--- src/rtl/capture_gate_pkg.sv ---
// capture_gate_pkg: FSM state type and per-lane masking helper shared by capture_gate.
package capture_gate_pkg;

    localparam int unsigned LANE_W = 16;

    typedef enum logic [1:0] {
        IDLE  = 2'd0,
        DELAY = 2'd1,
        GATE  = 2'd2
    } state_t;

    // Keep the nbits MSBs of a lane and clear the rest.
    function automatic logic [LANE_W-1:0] lane_mask(input logic [LANE_W-1:0] lane,
                                                    input int unsigned       nbits);
        logic [LANE_W-1:0] mask;
        mask = {LANE_W{1'b1}} << (LANE_W - nbits);
        return lane & mask;
    endfunction

endpackage

--- src/rtl/capture_gate.sv ---
// capture_gate: trigger-delayed capture window on a free-running ADC stream.
// Optional: define CAPTURE_GATE_RETRIG_EN to let a trigger during GATE extend the window.
module capture_gate
    import capture_gate_pkg::*;
#(
    parameter int unsigned NSAMP    = 8,
    parameter int unsigned NBITS    = 12,
    parameter int unsigned DLY_BITS = 8,
    parameter int unsigned LEN_BITS = 10
) (
    input  logic                     aclk,
    input  logic                     aresetn,
    input  logic                     capture_i,
    input  logic [DLY_BITS-1:0]      delay_i,
    input  logic [LEN_BITS-1:0]      length_i,
    input  logic [LANE_W*NSAMP-1:0]  adc_tdata,
    input  logic                     adc_tvalid,
    output logic                     adc_tready,
    output logic [LANE_W*NSAMP-1:0]  gate_tdata,
    output logic                     gate_tvalid,
    input  logic                     gate_tready,
    output logic                     busy_o,
    output logic                     done_o
);

    localparam int unsigned DATA_W = LANE_W * NSAMP;
    localparam int unsigned CNT_W  = (DLY_BITS > LEN_BITS) ? DLY_BITS : LEN_BITS;

    typedef logic [CNT_W-1:0] cnt_t;

    state_t              r_state;
    state_t              w_state_next;
    cnt_t                r_cnt;
    cnt_t                w_cnt_next;
    logic [LEN_BITS-1:0] r_len;
    logic [LEN_BITS-1:0] w_len_next;
    logic                r_capture_q;
    logic [DATA_W-1:0]   r_tdata;
    logic [DATA_W-1:0]   w_tdata_next;
    logic                r_tvalid;
    logic                r_done;
    logic                w_done_next;
    logic                w_trig;
    logic                w_retrig;
    logic                w_cnt_last;
    logic                w_len_zero;
    logic [DATA_W-1:0]   w_masked;
    logic                w_unused;

    // The sink never stalls; downstream back-pressure is not honoured.
    assign adc_tready = 1'b1;
    assign w_unused   = gate_tready;

    assign w_trig     = capture_i & ~r_capture_q;
    assign w_cnt_last = (r_cnt == cnt_t'(1));
    assign w_len_zero = (length_i == '0);

`ifdef CAPTURE_GATE_RETRIG_EN
    // A zero-length retrigger would leave no window to extend, so it is dropped.
    assign w_retrig = w_trig & (r_state == GATE) & ~w_len_zero;
`else
    assign w_retrig = 1'b0;
`endif

    genvar gi;
    generate
        for (gi = 0; gi < NSAMP; gi++) begin : g_lane
            assign w_masked[gi*LANE_W +: LANE_W] = lane_mask(adc_tdata[gi*LANE_W +: LANE_W], NBITS);
        end
    endgenerate

    always_ff @(posedge aclk or negedge aresetn) begin
        if (!aresetn) begin
            r_state     <= IDLE;
            r_cnt       <= '0;
            r_len       <= '0;
            r_capture_q <= 1'b1;
            r_tdata     <= '0;
            r_tvalid    <= 1'b0;
            r_done      <= 1'b0;
        end else begin
            r_state     <= w_state_next;
            r_cnt       <= w_cnt_next;
            r_len       <= w_len_next;
            r_capture_q <= capture_i;
            r_tdata     <= w_tdata_next;
            r_tvalid    <= 1'b1;
            r_done      <= w_done_next;
        end
    end

    always_comb begin
        w_state_next = r_state;
        w_cnt_next   = r_cnt;
        w_len_next   = r_len;
        case (r_state)
            IDLE: begin
                if (w_trig && !w_len_zero) begin
                    w_len_next = length_i;
                    if (delay_i == '0) begin
                        w_state_next = GATE;
                        w_cnt_next   = cnt_t'(length_i);
                    end else begin
                        w_state_next = DELAY;
                        w_cnt_next   = cnt_t'(delay_i);
                    end
                end
            end
            DELAY: begin
                if (w_cnt_last) begin
                    w_state_next = GATE;
                    w_cnt_next   = cnt_t'(r_len);
                end else begin
                    w_cnt_next = r_cnt - cnt_t'(1);
                end
            end
            GATE: begin
                if (w_retrig) begin
                    w_cnt_next = cnt_t'(length_i);
                    w_len_next = length_i;
                end else if (w_cnt_last) begin
                    w_state_next = IDLE;
                    w_cnt_next   = '0;
                end else begin
                    w_cnt_next = r_cnt - cnt_t'(1);
                end
            end
            default: begin
                w_state_next = IDLE;
                w_cnt_next   = '0;
            end
        endcase
    end

    always_comb begin
        w_tdata_next = '0;
        w_done_next  = 1'b0;
        if (r_state == GATE && adc_tvalid) begin
            w_tdata_next = w_masked;
        end
        if (r_state == IDLE && w_trig && w_len_zero) begin
            w_done_next = 1'b1;
        end else if (r_state == GATE && w_cnt_last && !w_retrig) begin
            w_done_next = 1'b1;
        end
    end

    assign gate_tdata  = r_tdata;
    assign gate_tvalid = r_tvalid;
    assign busy_o      = (r_state != IDLE);
    assign done_o      = r_done;

endmodule

--- config.mk ---
export PLATFORM = sky130hd
export DESIGN_NAME = capture_gate
export DESIGN_NICKNAME = d
export VERILOG_FILES = /design/src/rtl/capture_gate_pkg.sv /design/src/rtl/capture_gate.sv
export SDC_FILE = /design/constraint.sdc
export NUM_CORES = 1
export LEC_CHECK = 0
export ABC_CLOCK_PERIOD_IN_PS = 2000
export CORE_MARGIN = 5
export CORE_UTILIZATION = 33
export CTS_CLUSTER_DIAMETER = 150
export CTS_CLUSTER_SIZE = 14
export DETAILED_ROUTE_END_ITERATION = 8
export GPL_ROUTABILITY_DRIVEN = 0
export PLACE_DENSITY = 0.78
export SKIP_LAST_GASP = 1
export SYNTH_ARGS = -nofsm -noshare
export SYNTH_HDL_FRONTEND = slang
export SYNTH_SLANG_ARGS = --single-unit
export TNS_END_PERCENT = 20
--- constraint.sdc ---
create_clock -name aclk -period 2 [get_ports aclk]
set_input_delay 0.2 -clock aclk [delete_from_list [all_inputs] [get_ports aclk]]
set_output_delay 0.2 -clock aclk [all_outputs]
set_load 0.005 [all_outputs]
Word-level counts from Yosys, hierarchy flattened

Cells that the tools add are included.

Word-level logic and storage cells: 41
Input port bits: 151
Output and inout port bits: 132
Register bits after elaboration: 153

Bitwise gates (word level): 2
Multiplexer cells: 13
Add/subtract/negate cells: 1
Reduce and logical (&&, ||, !) cells: 12
Equal/unequal tests: 6

Operators with widths:

| kind                                                  | number |
|---|---|
| two-way mux 128 bit                                   | 1 |
| two-way mux 10 bit                                    | 4 |
| one-hot mux 10 bit (3 select lines)                   | 1 |
| equality test 10 x 1 -> 1 bit (second input constant) | 1 |
| logical NOT 10 bit                                    | 1 |
| subtractor 10 x 1 -> 10 bit (second input constant)   | 1 |
| logical NOT 8 bit                                     | 1 |
| two-way mux 2 bit                                     | 4 |
| inequality test 2 bit (second input constant)         | 3 |
| one-hot mux 2 bit (3 select lines)                    | 1 |
| logical AND 1 bit                                     | 5 |
| AND reduction 3 bit                                   | 1 |
| equality test 2 x 1 -> 1 bit (second input constant)  | 1 |
| equality test 2 bit (second input constant)           | 1 |
| logical NOT 2 bit                                     | 1 |
| two-way mux 1 bit                                     | 2 |
| AND reduction 2 bit                                   | 1 |
| nonzero test 2 bit                                    | 1 |
| bitwise AND 1 bit                                     | 1 |
| logical NOT 1 bit                                     | 1 |
| NOT 1 bit                                             | 1 |

Longest topological paths before layout

Depth after elaboration: 5
Mapped depth: 8
Depth with buffers taken out: 7

Least setup slack after synthesis

No wires, ideal clock.

Kind: register -> register
Start point: reg r_cnt[1]
End point: reg r_cnt[7]
Stages on the path, launching flop included: 8
Data arrival time: 1.577 ns
Library setup time: 0.129 ns
Period minus slack after synthesis: 1.706 ns
Required time: 1.871 ns
Slack: 0.294 ns
Path buffers: 0
Cells stage by stage: dfrtp_1 -> inv_1 -> ha_1 -> nor3b_2 -> mux2_2 -> a32o_1 -> o21ai_0 -> o21ai_0

Cells in the longest elaborated chain, start to end: 3
Elaborated cells on any way between the ends: 5
Classes of those cells: 1 x add/sub; 1 x eq/ne; 3 x mux

RTL lines:

| element                                                                      | RTL line                                                     | RTL |
|---|---|---|
| start, declared                                                              | capture_gate.sv:33                                           | `cnt_t r_cnt;` |
| start signal, assigned                                                       | capture_gate.sv:83                                           | `r_cnt <= w_cnt_next;` |
| subtractor 10 x 1 -> 10 bit or equality test 10 x 1 -> 1 bit (tied branches) | capture_gate.sv:114, capture_gate.sv:125, capture_gate.sv:55 |  |
| two-way mux 10 bit, on equally long branches                                 | capture_gate.sv:121, capture_gate.sv:110                     |  |
| one-hot mux 10 bit (3 select lines) *                                        | capture_gate.sv:96                                           | `case (r_state)` |

Mark *: on every way between the ends. The rest lies on a longest branch, timed or not.
A chain may end at the register's enable or synchronous reset.

Worst setup path after layout

Start point: in length_i[1]
End point: reg r_cnt[6]

Cells in the longest elaborated chain, start to end: 4

RTL lines:

| element                                | RTL line           | RTL |
|---|---|---|
| start, declared                        | capture_gate.sv:15 | `input logic [LEN_BITS-1:0] length_i,` |
| logical NOT 10 bit                     | capture_gate.sv:56 | `assign w_len_zero = (length_i == '0);` |
| logical NOT 1 bit                      | capture_gate.sv:98 | `if (w_trig && !w_len_zero) begin` |
| logical AND 1 bit                      | capture_gate.sv:98 |  |
| inequality test 2 bit (no source line) | -                  |  |

Every way passes these cells.

==> impl_metrics.ini <==
[die]
coreArea_um2 = 14500
die_area_um2 = 17400
die_y_um = 132
row_count = 44
die_x_um = 132
start_util_pct = 33.7
ioPinCount = 283

[hold_path]
worstHoldStart = capture_i
hold_path_class = in2reg
worstHoldPathCells = 1

[clock_network]
htreeDepth = 4
cts_setup_buffers = 0
cts.clk_slew.worst_paths_ns = 0.06
cts_buffers = 17
numClockSinks = 121
clkLatencyLatePin_ns = 0.41
clock-root-buffer = clkbuf_16
cts_max_path_buffers = 2
cts_tree = done

[place]
postPlaceCellArea_um2 = 7290
hpwl_um = 10600
port_buffers = 216

[timing]
rsz0062_at_grt = false
slew_viol_final = 0
fin_setup_tns_ns = 0
finalHoldViolCount = 0
fmax_ghz = 0.522
tightest_slew_ns = 0.699
finalCritPeriodShare_pct = 95.7
finalCriticalPeriod_ns = 1.91
clock_skew_ns = 0.00933
slew_headroom_pct = 52.9
setup_violations = 0

[critical_path]
crit_fanout = 9
path_class = in2reg
crit_family = simple AND/OR/NAND/NOR gates
crit_path_start_kind = input port
r2r_start = r_cnt[1]$_DFFE_PN0P_
end_kind = flop
r2r_cells = 7
critPathMaxStageDelay_ns = 0.64
critPathLaunch = length_i[1]
crit_path_top_delay_cell = nor4_1
crit_chain = clkdlybuf4s50_1 -> nor4_1 -> a31o_2 -> buf_4 -> and2_1 -> buf_4 -> a22oi_1 -> o211ai_1
cp_num_cells = 8
path_common_cell = buf_4
worst-endpoint-arrival_ns = 2.24
critPathBufInv = 3
worstPathRequired_ns = 2.33

[synth]
synthCells = 404
ys_types = 55
avgSynthCellArea_um2 = 12.1
synthTopCellsByCount = 120 x dfrtp_1, 98 x and3_1, 36 x buf_4
synth_seq_cells = 121
synth_edf_count = 0
synth_top_cell_area_share_pct = 61.4
yosysSeqAreaShare_pct = 61.9
synth_most_common_cell = dfrtp_1
ys.flop_type = dfrtp_1
ys_warn_count = 0
synthArstFlopShare_pct = 100
ys_top_cells_by_area = dfrtp_1 61%, and3_1 13%, buf_4 5.5%, mux2_4 2.5%, clkbuf_1 1.5%
synth_top_cell_by_area = dfrtp_1
syn_area_um2 = 4890

[routing]
wl_um = 14700
drc_errors = 0
wl_per_cell_um = 17.5
vias = 3986
first_pass_iters = 4
ant_nets = 0
initialDrtViolationCount = 236
viasPerCell = 4.75

[global_routing]
grt_pass1_vias = 4234
track_usage_pct = 16.9
antenna_found_initial = 0
grt_max_degree = 97
globalRouteOverflowTotal = 0
grt_pass1_wl_um = 23500

[layout]
post-route-util_pct = 54.6
n_antenna_cell = 0
nets = 796
layout-area-overhead-vs-synth_pct = 62.1
drive_above_1_share_pct = 13.4
final.fill_count = 1217
regArea_um2 = 3030
multi_input_area_um2 = 1600
finalInstanceArea_um2 = 7930

[job]
maxCapViolCount = 0

[power]
switchingPower_mw = 1.48
swShare_pct = 23.5
peakVddDrop_mv = 0.492
p_seq_share_pct = 41.2
power.total_mw = 6.30
power-per-cell-area_nw_per_um2 = 795
combPwrFrac_pct = 8.8
p_leak_nw = 3.92
clockPowerShare_pct = 50.0
p_int_mw = 4.82

[outcome]
outcome = finished clean
[power by group through the flow]
stage | Clock (mW) | Sequential, mW | Combinational, mW
floorplan | 0 | 2.62 | 0.230
CTS | 3.22 | 2.60 | 0.552
detailed placement | 0 | 2.64 | 0.540
global placement | 0 | 2.63 | 0.528
finish | 3.15 | 2.60 | 0.552
global route | 3.34 | 2.60 | 0.602
[stage by stage]
step	hold slack, ns	std cells	worst slack, ns
CTS	0.207	840	0.0835
global route	0.222	840	0.0429
floorplan	-0.0956	436	0.294
finish	0.230	840	0.0854
global placement	0.157	807	-0.365
detailed placement	0.166	807	-0.445
[cell usage in the layout (no fill, tap or decap), drive strengths merged, types with 2 or more instances in the layout]
master         instances
inv                   10
and2                   2
clkinv                 6
clkdlybuf4s50        214
nor3                   6
bufinv                 3
nor2                  15
nand3                  3
xnor2                  2
dfrtp                120
nor4                   5
o211ai                 2
nor2b                  2
conb                  34
a32oi                  2
a22oi                  2
xor2                   2
o21ai                  9
and3                  98
clkinvlp               2
nand4                  3
nor3b                  2
clkbuf                17
mux2                  10
a21o                   4
ha                     2
a31oi                  6
buf                   33
nand2                 12
a21oi                  9
[final timing paths]
path,to,slack (ns)
worst min-delay path,r_capture_q$_DFF_PN1_,0.23
worst max register to register,r_cnt[7]$_DFFE_PN0P_,0.11
worst min register to register,r_len[8]$_DFFE_PN0P_,0.52
worst max-delay path,r_cnt[6]$_DFFE_PN0P_,0.09
max in group asynchronous,r_capture_q$_DFF_PN1_,1.07
min in group asynchronous,gate_tdata[37]$_DFF_PN0_,0.30
[repair_timing]
| action | 4_1_cts | 5_1_grt |
|---|---|---|
| resized for setup | 1 | 1 |
| hold buffers | 1 | 0 |
| endpoints found under the hold margin | 30 | 0 |
| endpoints found under the setup margin | 9 | 1 |
| cloned | 0 | 0 |
[registers in the layout (all words and copies together), names as in the netlist]
register / flops
done_o: 1
gate_tdata: 96
gate_tvalid: 1
r_capture_q: 1
r_cnt: 10
r_len: 10
r_state: 2
[layout make-up]
cell class | count | share of cell area (%)
clock buffers | 17 | 5.36
clock inverters | 15 | 2.41
inverters | 6 | 0.284
multi-input cells | 249 | 20.1
flip-flops and latches | 121 | 38.2
well taps | 184 | 2.90
repair buffers | 248 | 30.7
[layer usage]
layer	track usage, %	share of wire, %	vias up
met5	0	0	-
met3	6.26	8.7	29
li1	-	-	1832
met1	20.3	40	1895
met2	27.4	49	230
met4	6.97	2.4	0
[cells by family (layout without fill, tap and decap cells)]
kind of cell	count (synthesis)	in the layout	synth area share, %
other	2	34	0.154
AO/OA/AOI/OAI	45	45	6.34
AND/OR/NAND/NOR	153	153	19.0
XOR/XNOR	4	4	0.716
multiplexers	11	11	3.12
buffers and inverters	66	286	8.21
flip-flops	121	121	61.9
adder cells (fa/ha/maj)	2	2	0.512
No activity file was read; power rests on OpenSTA's default activity.
